==> src/rtl/bus_rr_matrix.sv <==
// rtl/bus_rr_matrix.sv - multi-master multi-slave bus with round-robin arbiter and decoder
//
// Ports:
//   clk, reset           rising-edge clock, synchronous active-high reset
//   m_req, m_wr          per-master request and write enable
//   m_addr, m_dout       packed per-master address and write data
//   m_grant              registered one-hot-or-zero grant
//   m_din, m_err         read data and decode error for the previous cycle's access
//   s_sel, s_addr, s_wr  slave select, address and write strobe (combinational from grant)
//   s_din                write data to slaves
//   s_dout               packed per-slave read data
module bus_rr_matrix #(
   parameter int N_MASTERS = 2,
   parameter int N_SLAVES  = 2,
   parameter int ADDR_W    = 16,
   parameter int DATA_W    = 64,
   parameter int REGION_W  = 8,
   parameter int MAX_HOLD  = 16
) (
   input  logic                          clk,
   input  logic                          reset,
   input  logic [N_MASTERS-1:0]          m_req,
   input  logic [N_MASTERS-1:0]          m_wr,
   input  logic [N_MASTERS*ADDR_W-1:0]   m_addr,
   input  logic [N_MASTERS*DATA_W-1:0]   m_dout,
   output logic [N_MASTERS-1:0]          m_grant,
   output logic [DATA_W-1:0]             m_din,
   output logic                          m_err,
   output logic [N_SLAVES-1:0]           s_sel,
   output logic [ADDR_W-1:0]             s_addr,
   output logic                          s_wr,
   output logic [DATA_W-1:0]             s_din,
   input  logic [N_SLAVES*DATA_W-1:0]    s_dout
);

   localparam int MW = (N_MASTERS > 1) ? $clog2(N_MASTERS) : 1;
   localparam int HW = $clog2(MAX_HOLD);

   typedef enum logic {IDLE, OWNED} state_t;

   state_t                state_q, state_d;
   logic [MW-1:0]         owner_q, owner_d;
   logic [MW-1:0]         ptr_q, ptr_d;
   logic [HW-1:0]         hold_q, hold_d;
   logic [N_MASTERS-1:0]  grant_q, grant_d;
   logic [N_SLAVES-1:0]   sel_q;
   logic                  err_q;

   logic [N_MASTERS-1:0]  owner_oh;
   logic                  others_req;
   logic [MW-1:0]         next_ptr;
   logic [MW:0]           pick_idle;
   logic [MW:0]           pick_rel;
   logic [ADDR_W-1:0]     idx;
   logic                  unmapped;

   // Returns {found, index} of the first requester at or after start, wrapping.
   // Iterating from the far end makes the closest requester the last write.
   function automatic logic [MW:0] pick(input logic [N_MASTERS-1:0] req,
                                        input logic [MW-1:0] start);
      logic [MW:0] r;
      int          c;
      r = '0;
      for (int i = N_MASTERS - 1; i >= 0; i--) begin
         c = (int'(start) + i) % N_MASTERS;
         if (req[c]) r = {1'b1, MW'(c)};
      end
      return r;
   endfunction

   assign owner_oh   = N_MASTERS'(1) << owner_q;
   assign others_req = |(m_req & ~owner_oh);
   assign next_ptr   = MW'((int'(owner_q) + 1) % N_MASTERS);
   assign pick_idle  = pick(m_req, ptr_q);
   assign pick_rel   = pick(m_req, next_ptr);

   always_comb begin
      state_d = state_q;
      owner_d = owner_q;
      ptr_d   = ptr_q;
      hold_d  = hold_q;
      grant_d = grant_q;
      case (state_q)
         IDLE: begin
            if (pick_idle[MW]) begin
               state_d = OWNED;
               owner_d = pick_idle[MW-1:0];
               grant_d = N_MASTERS'(1) << pick_idle[MW-1:0];
               hold_d  = '0;
            end
         end
         OWNED: begin
            // A voluntary drop and a timeout in the same cycle are one release.
            if (!m_req[owner_q] || (hold_q == HW'(MAX_HOLD - 1) && others_req)) begin
               ptr_d  = next_ptr;
               hold_d = '0;
               // Forced release: others are requesting, so the search from
               // owner+1 reaches them before wrapping back to the owner.
               if (pick_rel[MW]) begin
                  owner_d = pick_rel[MW-1:0];
                  grant_d = N_MASTERS'(1) << pick_rel[MW-1:0];
               end else begin
                  state_d = IDLE;
                  grant_d = '0;
               end
            end else begin
               hold_d = others_req ? hold_q + HW'(1) : '0;
            end
         end
         default: begin
            state_d = IDLE;
            grant_d = '0;
         end
      endcase
   end

   always_ff @(posedge clk) begin
      if (reset) begin
         state_q <= IDLE;
         owner_q <= '0;
         ptr_q   <= '0;
         hold_q  <= '0;
         grant_q <= '0;
         sel_q   <= '0;
         err_q   <= 1'b0;
      end else begin
         state_q <= state_d;
         owner_q <= owner_d;
         ptr_q   <= ptr_d;
         hold_q  <= hold_d;
         grant_q <= grant_d;
         sel_q   <= s_sel;
         err_q   <= unmapped;
      end
   end

   assign m_grant = grant_q;

   // Granted master's request fields, zero when nothing is granted.
   always_comb begin
      s_addr = '0;
      s_wr   = 1'b0;
      s_din  = '0;
      for (int k = 0; k < N_MASTERS; k++) begin
         if (grant_q[k]) begin
            s_addr = m_addr[k*ADDR_W +: ADDR_W];
            s_wr   = m_wr[k];
            s_din  = m_dout[k*DATA_W +: DATA_W];
         end
      end
   end

   // Full-width index, so any address beyond the last region is unmapped.
   assign idx = s_addr >> REGION_W;

   always_comb begin
      s_sel = '0;
      for (int j = 0; j < N_SLAVES; j++) begin
         s_sel[j] = (|grant_q) && (idx == ADDR_W'(j));
      end
   end

   assign unmapped = (|grant_q) && !(|s_sel);

   // Slaves answer in the cycle after their select, so the mux uses the
   // captured select rather than the live one.
   always_comb begin
      m_din = '0;
      for (int j = 0; j < N_SLAVES; j++) begin
         if (sel_q[j]) m_din = s_dout[j*DATA_W +: DATA_W];
      end
   end

   assign m_err = err_q;

endmodule

==> config.mk <==
export PLATFORM = sky130hd
export DESIGN_NAME = bus_rr_matrix
export DESIGN_NICKNAME = d
export VERILOG_FILES = /design/src/rtl/bus_rr_matrix.sv
export SDC_FILE = /design/constraint.sdc
export NUM_CORES = 1
export LEC_CHECK = 0
export BUFFER_PORTS_ARGS = -buffer_cell sky130_fd_sc_hd__buf_2
export CORE_AREA = 2 2 174 176
export CTS_CLUSTER_SIZE = 12
export DETAILED_ROUTE_END_ITERATION = 16
export DIE_AREA = 0 0 176 178
export PLACE_DENSITY = 0.35
export SLEW_MARGIN = 20
export SYNTH_ARGS = -nofsm -noshare
export SYNTH_HDL_FRONTEND = slang
export SYNTH_SLANG_ARGS = --single-unit
==> constraint.sdc <==
create_clock -name clk -period 2.2 [get_ports clk]
set_input_delay 0.11 -clock clk [delete_from_list [all_inputs] [get_ports clk]]
set_output_delay 0.11 -clock clk [all_outputs]
set_load 0.02 [all_outputs]
* Word level (Yosys, flattened, before mapping)
Cells that the tools add are included.
** Storage, ports and cells
- Flip-flop bits (word level) :: 12
- Input bits :: 294
- Output and inout bits :: 150
- Word-level logic and storage cells :: 83
** Operators by class
- $add $sub $neg :: 4
- Magnitude comparators :: 5
- Equality and inequality tests :: 5
- Shift operators :: 3
- Multiplexer cells :: 40
- Bitwise logic cells :: 5
- Reduce and logical (&&, ||, !) cells :: 14
** Operators with widths (count)
- $mux W64 :: 4
- $mux W16 :: 2
- $mux W1 :: 20
- $logic_not A16 Y1 :: 1
- $mux W2 :: 7
- $mux W4 :: 3
- $eq A8 B1 Y1 const B :: 1
- $pmux W4 S2 :: 1
- $lt A1 B2 Y1 const B :: 3
- $lt A2 B3 Y1 const B :: 2
- $reduce_or A2 Y1 :: 3
- $shl A1 B1 Y2 const A :: 3
- $add A4 B1 Y4 const B :: 1
- $eq A4 B4 Y1 const B :: 1
- $logic_and A1 B1 Y1 :: 4
- $ne A2 B1 Y1 const B :: 2
- $pmux W1 S2 :: 2
- $pmux W2 S2 :: 1
- $reduce_and A2 Y1 :: 2
- $add A1 B1 Y1 const B :: 3
- $reduce_and A3 Y1 :: 1
- $and A1 B1 Y1 const A :: 2
- $and A2 B2 Y2 :: 1
- $logic_not A1 Y1 :: 2
- 4 further kinds :: 4

* Logic depth before layout (Yosys ltp)
Gate-level depths: netlist (run 1).
- Word-level depth :: 12
- Depth in mapped cells :: 5
- Mapped depth without buffers :: 5

* Worst setup path before layout (run 1)
OpenSTA, ideal clock, no wires.
- Path kind :: reg-to-output
- Start point :: register grant_q[1], in the netlist m_grant[1]
- End point :: output s_sel[0]
- Data arrival time :: 1.473 ns
- Data required time :: 2.090 ns
- Setup slack :: 0.617 ns
- Stages on the path, launching flop included :: 6
- Buffers on the path :: 1
- Path through :: dfxtp_1 nor2b_1 buf_2 a22o_1 a21o_1 nor2_1
** Between the ends
- Word-level cells in the longest chain between the ends :: 3
- Elaborated cells between the ends (all ways) :: 4
- Those cells by class :: mux: 1; reduce/logical: 3
** RTL lines
- start: declaration :: RTL line 45 : logic [N_MASTERS-1:0] grant_q, grant_d;
- start signal: assignment :: RTL line 131 : grant_q <= grant_d;
- $mux W16 :: RTL line 145 : if (grant_q[k]) begin
- named net s_addr[12] :: RTL line 30 : output logic [ADDR_W-1:0] s_addr,
- $logic_not A16 Y1 :: RTL line 159 : s_sel[j] = (|grant_q) && (idx == ADDR_W'(j));
- $logic_and A1 B1 Y1 :: RTL line 159
- end: declaration :: RTL line 29 : output logic [N_SLAVES-1:0] s_sel,
The timed path passes the listed nets, and every way through them passes these cells.

* Final worst setup path (run 1)
- Start point :: register grant_q[1], in the netlist m_grant[1]
- End point :: output s_din[15]
** Between the ends
- Word-level cells in the longest chain between the ends :: 1
** RTL lines
- $mux W64 :: RTL line 145
- end: declaration :: RTL line 32 : output logic [DATA_W-1:0] s_din,
Every way passes these cells.

==> results.md, run 1 <==
- Outcome: complete, no violations
- Final Wtd Congestion: 0.718
- Max Buffers Root-to-Sink: 2
- Post-synthesis cell type count: 34
- Share of flip-flops with an asynchronous set or reset: 0%
- Largest net degree at the start of global routing: 80
- WHS Endpoint: hold_q[2]
- R2R Setup Slk: 620 ps
- Crit share post-route: 86.6%
- Layout area overhead: 134%
- Overflow after GRT: 0
- Layout cells sized above 1: 67.8%
- Max FO, Critical Path: 79
- Hold depth: 2
- Final wirelength: 18,700 um
- Setup ws final: 294 ps
- R2r worst-path depth: 5
- Total track usage: 10.3%
- First-pass GRT wire length: 23,300 um
- Sw Share: 39.2%
- Primary FF master, synth: dfxtp_1
- Leakage power: 2.77 nW
- Period minus WS final: 1910 ps
- Die X: 176 um
- Worst slew pin tran: 443 ps
- CP Capture Type: output port
- Vias per inst: 3.75
- Ys Warns: 0
- # resized after CTS: 0
- Kind of start point of the critical path: register
- Hold WC Path Type: input port to register
- Hold_buf cts: 0
- Core ar.: 29,400 um2
- Arr. time, crit path: 1800 ps
- Count of antenna-violating nets left after detailed routing: 0
- Clock Power Share: 25.8%
- Vias in the first global route: 3,579
- Switching pwr: 0.000572 W
- Drt wl/cell: 17.5 um
- Worst r2r src: hold_q[0]
- Initial Utilization: 7.02%
- Post-CTS Setup Repair Bufs: 0
- Rel. slew slack: 70.2%
- Iteration-0 DRC Markers: 143
- Synth Cell Area: 2060 um2
- Count of buffers from port buffering: 443
- Clock Sinks: 12
- CTS tree: built
- Pwr/cell area: 303 nW/um2
- Crit Reg-Reg Endpoint: ptr_q
- Initial antenna violation count: 16
- Req. time, crit path: 2090 ps
- H-tree depth: 1
- Max_cap viols: 0
- Clock Root Buffer: clkbuf_16
- DRT Pass-1 Iters: 4
- Clock Latency Late Sink: 240 ps
- Clock-pin slew on the worst setup and hold paths: 50 ps
- DRC: 0
- Via count: 4,012
- Hpwl dp: 16,500 um
- Die Area: 31,300 um2
- TritonCTS buffer count: 3
- Die Ht: 178 um
- Post-Place Cells: 1,062
- Register area share after synthesis: 11.6%
- Logic gate share of total power: 57.4%
- # rows: 63
- Post-Syn Instances: 261
- Fin. Hold Viols: 0
- Setup violators final: 0
- Min-delay src: reset
- # nets final: 972
- Pint: 0.000887 W
- Average size of a mapped cell: 7.91 um2
- Post-synth EDFFs: 0
- RSZ-0062 raised after global routing: false
- Max IR drop VDD: 142 uV
- Crit path kind: register to output port
- Final Max Tran Viols: 0
- Fmax achieved: 525 MHz
- Tot Pwr: 0.00146 W
- Post-Syn Nets: 556
- Yosys reg bits: 12
- Setup TNS: 0 ps
- Layout Cells excl Fill: 1,069
- Ports: 444
- Sequential Power Share: 16.8%
- Clk_skew: 4.03 ps
- Pre-CTS setup slack: 555 ps
-- power by group through the flow --
stage          Combinational [W]  Sequential [W]  Clock [W]
4_1_cts                 0.000841        0.000245   0.000386
3_5_place_dp            0.000837        0.000249          0
2_1_floorplan           0.000386        0.000242          0
6_report                0.000838        0.000245   0.000376
3_3_place_gp            0.000844        0.000250          0
5_1_grt                 0.000894        0.000247   0.000397
-- worst max-delay path by stage --
stage,startpoint,end,cells past startpoint
2_1_floorplan,m_grant[1],s_sel[0],5
6_report,m_grant[1],s_din[15],4
3_3_place_gp,m_grant[1],s_addr[14],4
3_5_place_dp,m_grant[1],s_addr[14],4
5_1_grt,m_grant[1],s_addr[14],4
4_1_cts,m_grant[1],s_addr[14],4
-- cell type report --
| cell class | count | area, um2 |
|---|---|---|
| Multi-Input combinational cell | 207 | 1680 |
| Fill cell | 3410 | 24600 |
| Tap cell | 390 | 488 |
| Antenna cell | 3 | 7.51 |
| Timing Repair Buffer | 447 | 2300 |
| Sequential cell | 12 | 243 |
| Clock buffer | 4 | 88.8 |
| Inverter | 6 | 22.5 |
-- per-stage QoR --
stage / cell area [um2] / utilization [%] / hold WS, ps
4_1_cts: 4810 / 16.4 / 189
5_1_grt: 4820 / 16.4 / 209
3_5_place_dp: 4730 / 16.1 / 437
6_report: 4820 / 16.4 / 184
3_3_place_gp: 4730 / 16.1 / 440
2_1_floorplan: 2060 / - / 270
-- critical path, stage by stage, from the launching register on --
cell	delay [ps]
dfxtp_2	440
nor2b_4	250
buf_12	300
a22o_1	280
buf_2	190
-- Yosys cell counts (3+ instances only) --
library cell / count / area [um2]
a22o_1: 143 / 1250
inv_1: 6 / 22.5
nor2_1: 10 / 37.5
buf_1: 3 / 11.3
nor2b_1: 4 / 25.0
clkbuf_1: 28 / 105
a21oi_1: 3 / 15.0
nand3_1: 5 / 25.0
o21ai_0: 4 / 20.0
buf_2: 5 / 25.0
nor4_1: 3 / 18.8
dfxtp_1: 12 / 240
nand2_1: 4 / 15.0
nor3_1: 3 / 15.0
-- per-layer routing --
layer	vias up	share of wire (%)	track usage, %
li1	1927	-	-
met1	1754	37	11.6
met2	296	52	19.6
met3	33	8.9	2.34
met4	2	1.7	2.03
met5	-	0.070	0
-- registers in the layout, indices dropped and copies added (netlist names) --
signal and cells:
ptr_q 1, m_err 1, owner_q 1, hold_q 4, sel_q 2, state_q 1
m_grant 2
-- kinds of logic (layout without fill, tap and decap cells) --
kind of cell / Yosys count / count (layout) / synth area share (%)
AOI/OAI and AO/OA: 164 / 164 / 67.5
buffers and inverters: 42 / 457 / 7.94
and+or+nand+nor: 39 / 39 / 10.9
DFF: 12 / 12 / 11.6
muxes: 2 / 2 / 0.970
adders and majority gates: 1 / 1 / 0.606
xor gates and xnor gates: 1 / 1 / 0.424
other: 0 / 3 / 0
-- placed cells by master (no fill, tap or decap), types with 4 or more instances in the layout --
master   count
o21ai_0      4
nand3_1      5
nor2_1      10
buf_2      443
dfxtp_1     10
a22o_1     143
nand2_1      4
buf_12       4
inv_1        6
No activity file was read; power rests on OpenSTA's default activity.
==> run 2: changes to the inputs <==
clock period = 2.32 ns   (was 2.2 ns; I/O delays follow)
==> results.md, run 2 (synthesis gave the netlist of run 1 again) <==
- Outcome: complete, no violations
- Setup violators final: 0 (unchanged)
- Clock Sinks: 12 (unchanged)
- Count of buffers from port buffering: 443 (unchanged)
- RSZ-0062 raised after global routing: false
- Max Buffers Root-to-Sink: 2 (unchanged)
- CP Capture Type: output port
- Sequential Power Share: 16.6% (-0.2 points)
- Via count: 4,007 (-0.12%)
- Vias in the first global route: 3,673 (+2.6%)
- Setup TNS: 0 ps (unchanged)
- Die X: 176 um (unchanged)
- Clock-pin slew on the worst setup and hold paths: 50 ps (about the same)
- Slowest cell on crit path: dfxtp_2
- Crit path kind: register to output port
- Max reg flops: 4 (unchanged)
- Final wirelength: 18,600 um (-0.49%)
- # resized after CTS: 0 (unchanged)
- Pint: 0.000842 W (-5.1%)
- Largest net degree at the start of global routing: 80 (unchanged)
- # rows: 63 (unchanged)
- Largest reg by FF count: hold_q
- Clk_skew: 1.80 ps (-2.23 ps)
- Switching pwr: 0.000553 W (-3.3%)
- Vias per inst: 3.74 (-0.40%)
- Rel. slew slack: 73.1% (+2.9 points)
- Max_cap viols: 0 (unchanged)
- Crit path buffers/inverters: 2 (unchanged)
- Max FO, Critical Path: 79 (unchanged)
- Die Area: 31,300 um2 (unchanged)
- Worst slew pin tran: 400 ps (-43.0 ps)
- WL met2: 9690 um (-0.14%)
- Hold WC Path Type: input port to register
- CTS tree: built
- Core ar.: 29,400 um2 (unchanged)
- Post-route core utilization: 16.4% (+0.026 points)
- Initial Utilization: 7.02% (unchanged)
- Crit-path leading delay family: buffers and inverters
- Logic gate share of total power: 56.9% (-0.5 points)
- Met1 wire length: 6930 um (-0.66%)
- Leakage power: 2.77 nW (about the same)
- Layout cells sized above 1: 67.8% (unchanged)
- Max IR drop VDD: 152 uV (+7.5%)
- Crit share post-route: 81.3%
- Worst hold margin: 193 ps (+9.17 ps)
- Sw Share: 39.7% (+0.44 points)
- Iteration-0 DRC Markers: 127 (-11%)
- DRT Pass-1 Iters: 4 (unchanged)
- CP peak stage delay: 440 ps (about the same)
- Total track usage: 10.2% (-0.036 points)
- DR top layer: met5
- Critical-path cell list: nor2b_4 -> buf_12 -> a22o_1 -> buf_2
- R2R Setup Slk: 730 ps (+110 ps)
- TritonCTS buffer count: 3 (unchanged)
- Ports: 444 (unchanged)
- Final Wtd Congestion: 0.722 (+0.50%)
- Clock Root Buffer: clkbuf_16
- Drt wl/cell: 17.3 um (-0.77%)
- H-tree depth: 1 (unchanged)
- Met3 wire length: 1630 um (-2.8%)
- Most frequent cells in the layout: buf_2 (443), a22o_1 (143), nor2_1 (10), dfxtp_1 (10), inv_1 (6)
- Layout area overhead: 134%
- Arr. time, crit path: 1770 ps (-30 ps)
- First-pass GRT wire length: 23,400 um (+0.62%)
- # nets final: 972 (unchanged)
- Final Max Tran Viols: 0 (unchanged)
- Overflow after GRT: 0 (unchanged)
- Fin. Hold Viols: 0 (unchanged)
- Die Ht: 178 um (unchanged)
- Pwr/cell area: 289 nW/um2 (-4.5%)
- Req. time, crit path: 2200 ps (+110 ps)
- Count of antenna-violating nets left after detailed routing: 0 (unchanged)
- Hold_buf cts: 0 (unchanged)
- Kind of start point of the critical path: register
- Period minus WS final: 1890 ps
- Post-CTS Setup Repair Bufs: 0 (unchanged)
- Hpwl dp: 16,500 um (about the same)
- DRC: 0 (unchanged)
- Clock Latency Late Sink: 250 ps (about the same)
- Commonest non-fill, non-tap cell in the layout: buf_2
- Clock Power Share: 26.5% (+0.7 points)
- Initial antenna violation count: 16 (unchanged)
- Fmax achieved: 530 MHz
## run 2: cell count changes in the layout (fill, tap and decap cells not counted), sizes merged
cell / previous run / this run
diode: 3 / 6
## run 2: final timing paths
| kind | start | endpoint | cells past startpoint |
|---|---|---|---|
| max reg2reg | hold_q[0] | ptr_q | 5 |
| min reg2reg | m_grant[0] | m_grant[0] | 2 |
| min | reset | hold_q[0] | 2 |
| max | m_grant[1] | s_din[63] | 4 |
## run 2: layer usage
layer	global-route usage [%]	up-vias
met5	0	-
met4	1.72	2
met3	2.02	28
met2	19.9	296
met1	11.6	1754
li1	-	1927
## run 2: area by class of cell
| type | instances | area (um2) |
|---|---|---|
| clock buffers | 4 | 88.8 |
| flip-flops and latches | 12 | 243 |
| multi-input cells | 207 | 1680 |
| diodes | 6 | 15.0 |
| fillers | 3371 | 24600 |
| well taps | 390 | 488 |
| inverters | 6 | 22.5 |
| repair buffers | 447 | 2300 |
## run 2: per-stage QoR
step | area [um2] | instances | setup WS [ps] | total power [W]
after floorplan | 2060 | 261 | 731 | 0.000596
after global placement | 4730 | 1062 | 695 | 0.00104
after detailed placement | 4730 | 1062 | 690 | 0.00103
after CTS | 4810 | 1066 | 428 | 0.00139
after global routing | 4820 | 1068 | 358 | 0.00146
final | 4830 | 1072 | 434 | 0.00139
## run 2: power groups by stage
stage,logic [W],registers [W],clock network [W]
after CTS,0.000796,0.000232,0.000365
after detailed placement,0.000792,0.000236,0
after floorplan,0.000366,0.000230,0
after global routing,0.000848,0.000234,0.000374
final,0.000793,0.000232,0.000369
after global placement,0.000799,0.000237,0
==> run 3: changes to the inputs <==
ABC_AREA = 1   (was default)
PLACE_DENSITY = 0.38   (was 0.35)
clock period = 1.6 ns   (was 2.32 ns; I/O delays follow)
==> results.md, run 3 <==
- Hold_buf cts: 0 (unchanged)
- Hold depth: 3 (+1)
- Synth cell count leaders: nand2_1 (169), nand3_1 (69), a22o_2 (48)
- Max IR drop VDD: 270 uV (+77%)
- Initial Utilization: 8.48% (+1.5 points)
- Kind of start point of the critical path: register
- Antenna cell count: 0 (-6)
- CP Capture Type: output port
- Final Wtd Congestion: 0.790 (+9.5%)
- # nets final: 1,154 (+19%)
- Count of antenna-violating nets left after detailed routing: 0 (unchanged)
- Crit share post-route: 101%
- Commonest non-fill, non-tap cell in the layout: buf_2
- DRT Pass-1 Iters: 5 (+1)
- Crit path kind: register to output port
- Post-synth EDFFs: 0 (unchanged)
- TritonCTS buffer count: 3 (unchanged)
- Clock Latency Late Sink: 240 ps (about the same)
- Final Max Tran Viols: 0 (unchanged)
- Clock Sinks: 12 (unchanged)
- Multi-input logic area: 2040 um2 (+22%)
- Area contributors post-synth: nand2_1 (25%), a22o_2 (19%), nand3_1 (14%)
- Via count: 4,701 (+17%)
- Clk_skew: 2.72 ps (+0.916 ps)
- Max reg flops: 4 (unchanged)
- Yosys reg bits: 12 (unchanged)
- Number of fill cells: 3,421 (+1.5%)
- Clock Root Buffer: clkbuf_16
- R2R Setup Slk: 20 ps (-710 ps)
- Outcome: complete, but fails checks
- Die Ht: 178 um (unchanged)
- Failing checks: negative setup slack
- Vias per inst: 3.77 (+0.77%)
- Share of flip-flops with an asynchronous set or reset: 0% (unchanged)
- H-tree depth: 1 (unchanged)
- Drt wl/cell: 16.8 um (-3.1%)
- DRC: 0 (unchanged)
- Iteration-0 DRC Markers: 98 (-23%)
- Layout cells sized above 1: 64.8% (-2.9 points)
- Clock-pin slew on the worst setup and hold paths: 50 ps (about the same)
- # rows: 63 (unchanged)
- Setup ws final: -12.3 ps (-446 ps)
- Post-route core utilization: 19.8% (+3.4 points)
- Yosys top cell area share: 25.4% (-35 points)
- Req. time, crit path: 1520 ps (-680 ps)
- Largest net degree at the start of global routing: 65 (-19%)
- Count of buffers from port buffering: 443 (unchanged)
- Core ar.: 29,400 um2 (unchanged)
- Die X: 176 um (unchanged)
- Pwr/cell area: 484 nW/um2 (+67%)
- Area leader, netlist: nand2_1
- Final wirelength: 21,000 um (+13%)
- Sequential cell area: 248 um2 (+2.1%)
- Largest reg by FF count: hold_q
- R2r worst-path depth: 10 (+5)
- Max Buffers Root-to-Sink: 2 (unchanged)
- Most frequent cells in the layout: buf_2 (383), nand2_1 (162), nand3_1 (69), a22o_2 (47), buf_4 (41)
- Layout area overhead: 133%
- Die Area: 31,300 um2 (unchanged)
- Vias in the first global route: 4,335 (+18%)
- RSZ-0062 raised after global routing: true
- Synth Cell Area: 2490 um2 (+21%)
- Setup violators final: 1 (+1)
- Period minus WS final: 1610 ps
- Ports: 444 (unchanged)
- Worst slew pin tran: 332 ps (-67.9 ps)
- Overflow after GRT: 0 (unchanged)
- Leakage power: 3.44 nW (+24%)
- Post-Syn Instances: 419 (+61%)
- Total track usage: 11.5% (+1.3 points)
- Worst hold margin: 128 ps (-65.5 ps)
- Primary FF master, synth: dfxtp_1
- Hpwl dp: 18,200 um (+9.9%)
- Hold WC Path Type: input port to register
- Ys Warns: 0 (unchanged)
- First-pass GRT wire length: 26,900 um (+15%)
- Arr. time, crit path: 1530 ps (-240 ps)
- Average size of a mapped cell: 5.95 um2 (-25%)
- Most frequent cell after synthesis: nand2_1
- CTS tree: built
- Register area share after synthesis: 9.63% (-2.0 points)
- Fin. Hold Viols: 0 (unchanged)
- Initial antenna violation count: 1 (-15)
- Max FO, Critical Path: 6 (-92%)
- Max_cap viols: 0 (unchanged)
- Post-Syn Nets: 714 (+28%)
- Rel. slew slack: 77.9% (+4.8 points)
- Fmax achieved: 620 MHz
- Post-synthesis cell type count: 26 (-24%)
run 3: cell types whose count changed after synthesis, sizes merged, moves of 3 or more:
cell,previous run,this run
inv,6,15
nor2,10,14
nor4,3,0
buf,8,23
a22o,143,73
clkbuf,28,15
nor2b,5,0
nand2,4,172
nand3,6,72
a21oi,3,9
run 3: cell families (layout without fill, tap and decap cells):
group,after synthesis,count (layout),synth area share [%]
AO/OA/AOI/OAI,89,89,31.8
XOR/XNOR,1,1,0.351
adder cells (fa/ha/maj),1,1,0.502
buffers and inverters,53,492,12.0
flip-flops,12,12,9.63
AND/OR/NAND/NOR,263,263,45.7
run 3: metrics by stage:
| step | area [um2] | total power, W | std cells | setup WS (ps) | TNS (ps) |
|---|---|---|---|---|---|
| after floorplan | 2490 | 0.00120 | 419 | 55.4 | 0 |
| after global placement | 5150 | 0.00201 | 1230 | 107 | 0 |
| after detailed placement | 5150 | 0.00201 | 1230 | 84.8 | 0 |
| after CTS | 5320 | 0.00259 | 1236 | -4.04 | -4.04 |
| after global routing | 5820 | 0.00298 | 1248 | -91.2 | -1230 |
| final | 5820 | 0.00282 | 1248 | -12.3 | -12.3 |
run 3: layout make-up:
type | instances | area share [%]
inverters | 15 | 0.967
flip-flops and latches | 12 | 4.26
repair buffers | 473 | 49.8
multi-input cells | 354 | 35.1
clock buffers | 4 | 1.53
well taps | 390 | 8.38
run 3: worst max-delay path, stage by stage (launching register included):
cell and delay, ps:
dfxtp_4 390, nor2_4 70, clkbuf_16 160, a21boi_4 250, nand3b_1 160, nor2_2 120, buf_6 130
run 3: routing by layer:
layer  share of wire, %  track usage, %  routed length (um)
met4                1.1            1.79                 231
met3                7.4            1.43                1560
met1                 38            13.4                8030
met5                  0               0                   0
met2                 53            22.6               11100
run 3: worst paths after layout:
kind,start,endpoint
setup / recovery,m_grant[1],s_sel[0]
setup reg to reg,m_grant[1],sel_q[1]
hold / removal,m_req[0],state_q
hold reg to reg,ptr_q,ptr_q
run 3: power breakdown:
| group | switching [W] | internal, W | total [W] | leakage, nW |
|---|---|---|---|---|
| Sequential | 0.0000242 | 0.000316 | 0.000340 | 0.100 |
| Clock | 0.000145 | 0.000379 | 0.000524 | 0.0442 |
| Combinational | 0.00103 | 0.000924 | 0.00195 | 3.29 |
run 3: timing repair:
action	4_1_cts	5_1_grt
cloned	0	5
setup endpoints to repair	62	41
pin swaps	0	19
resized for setup	15	126
setup buffers	2	7
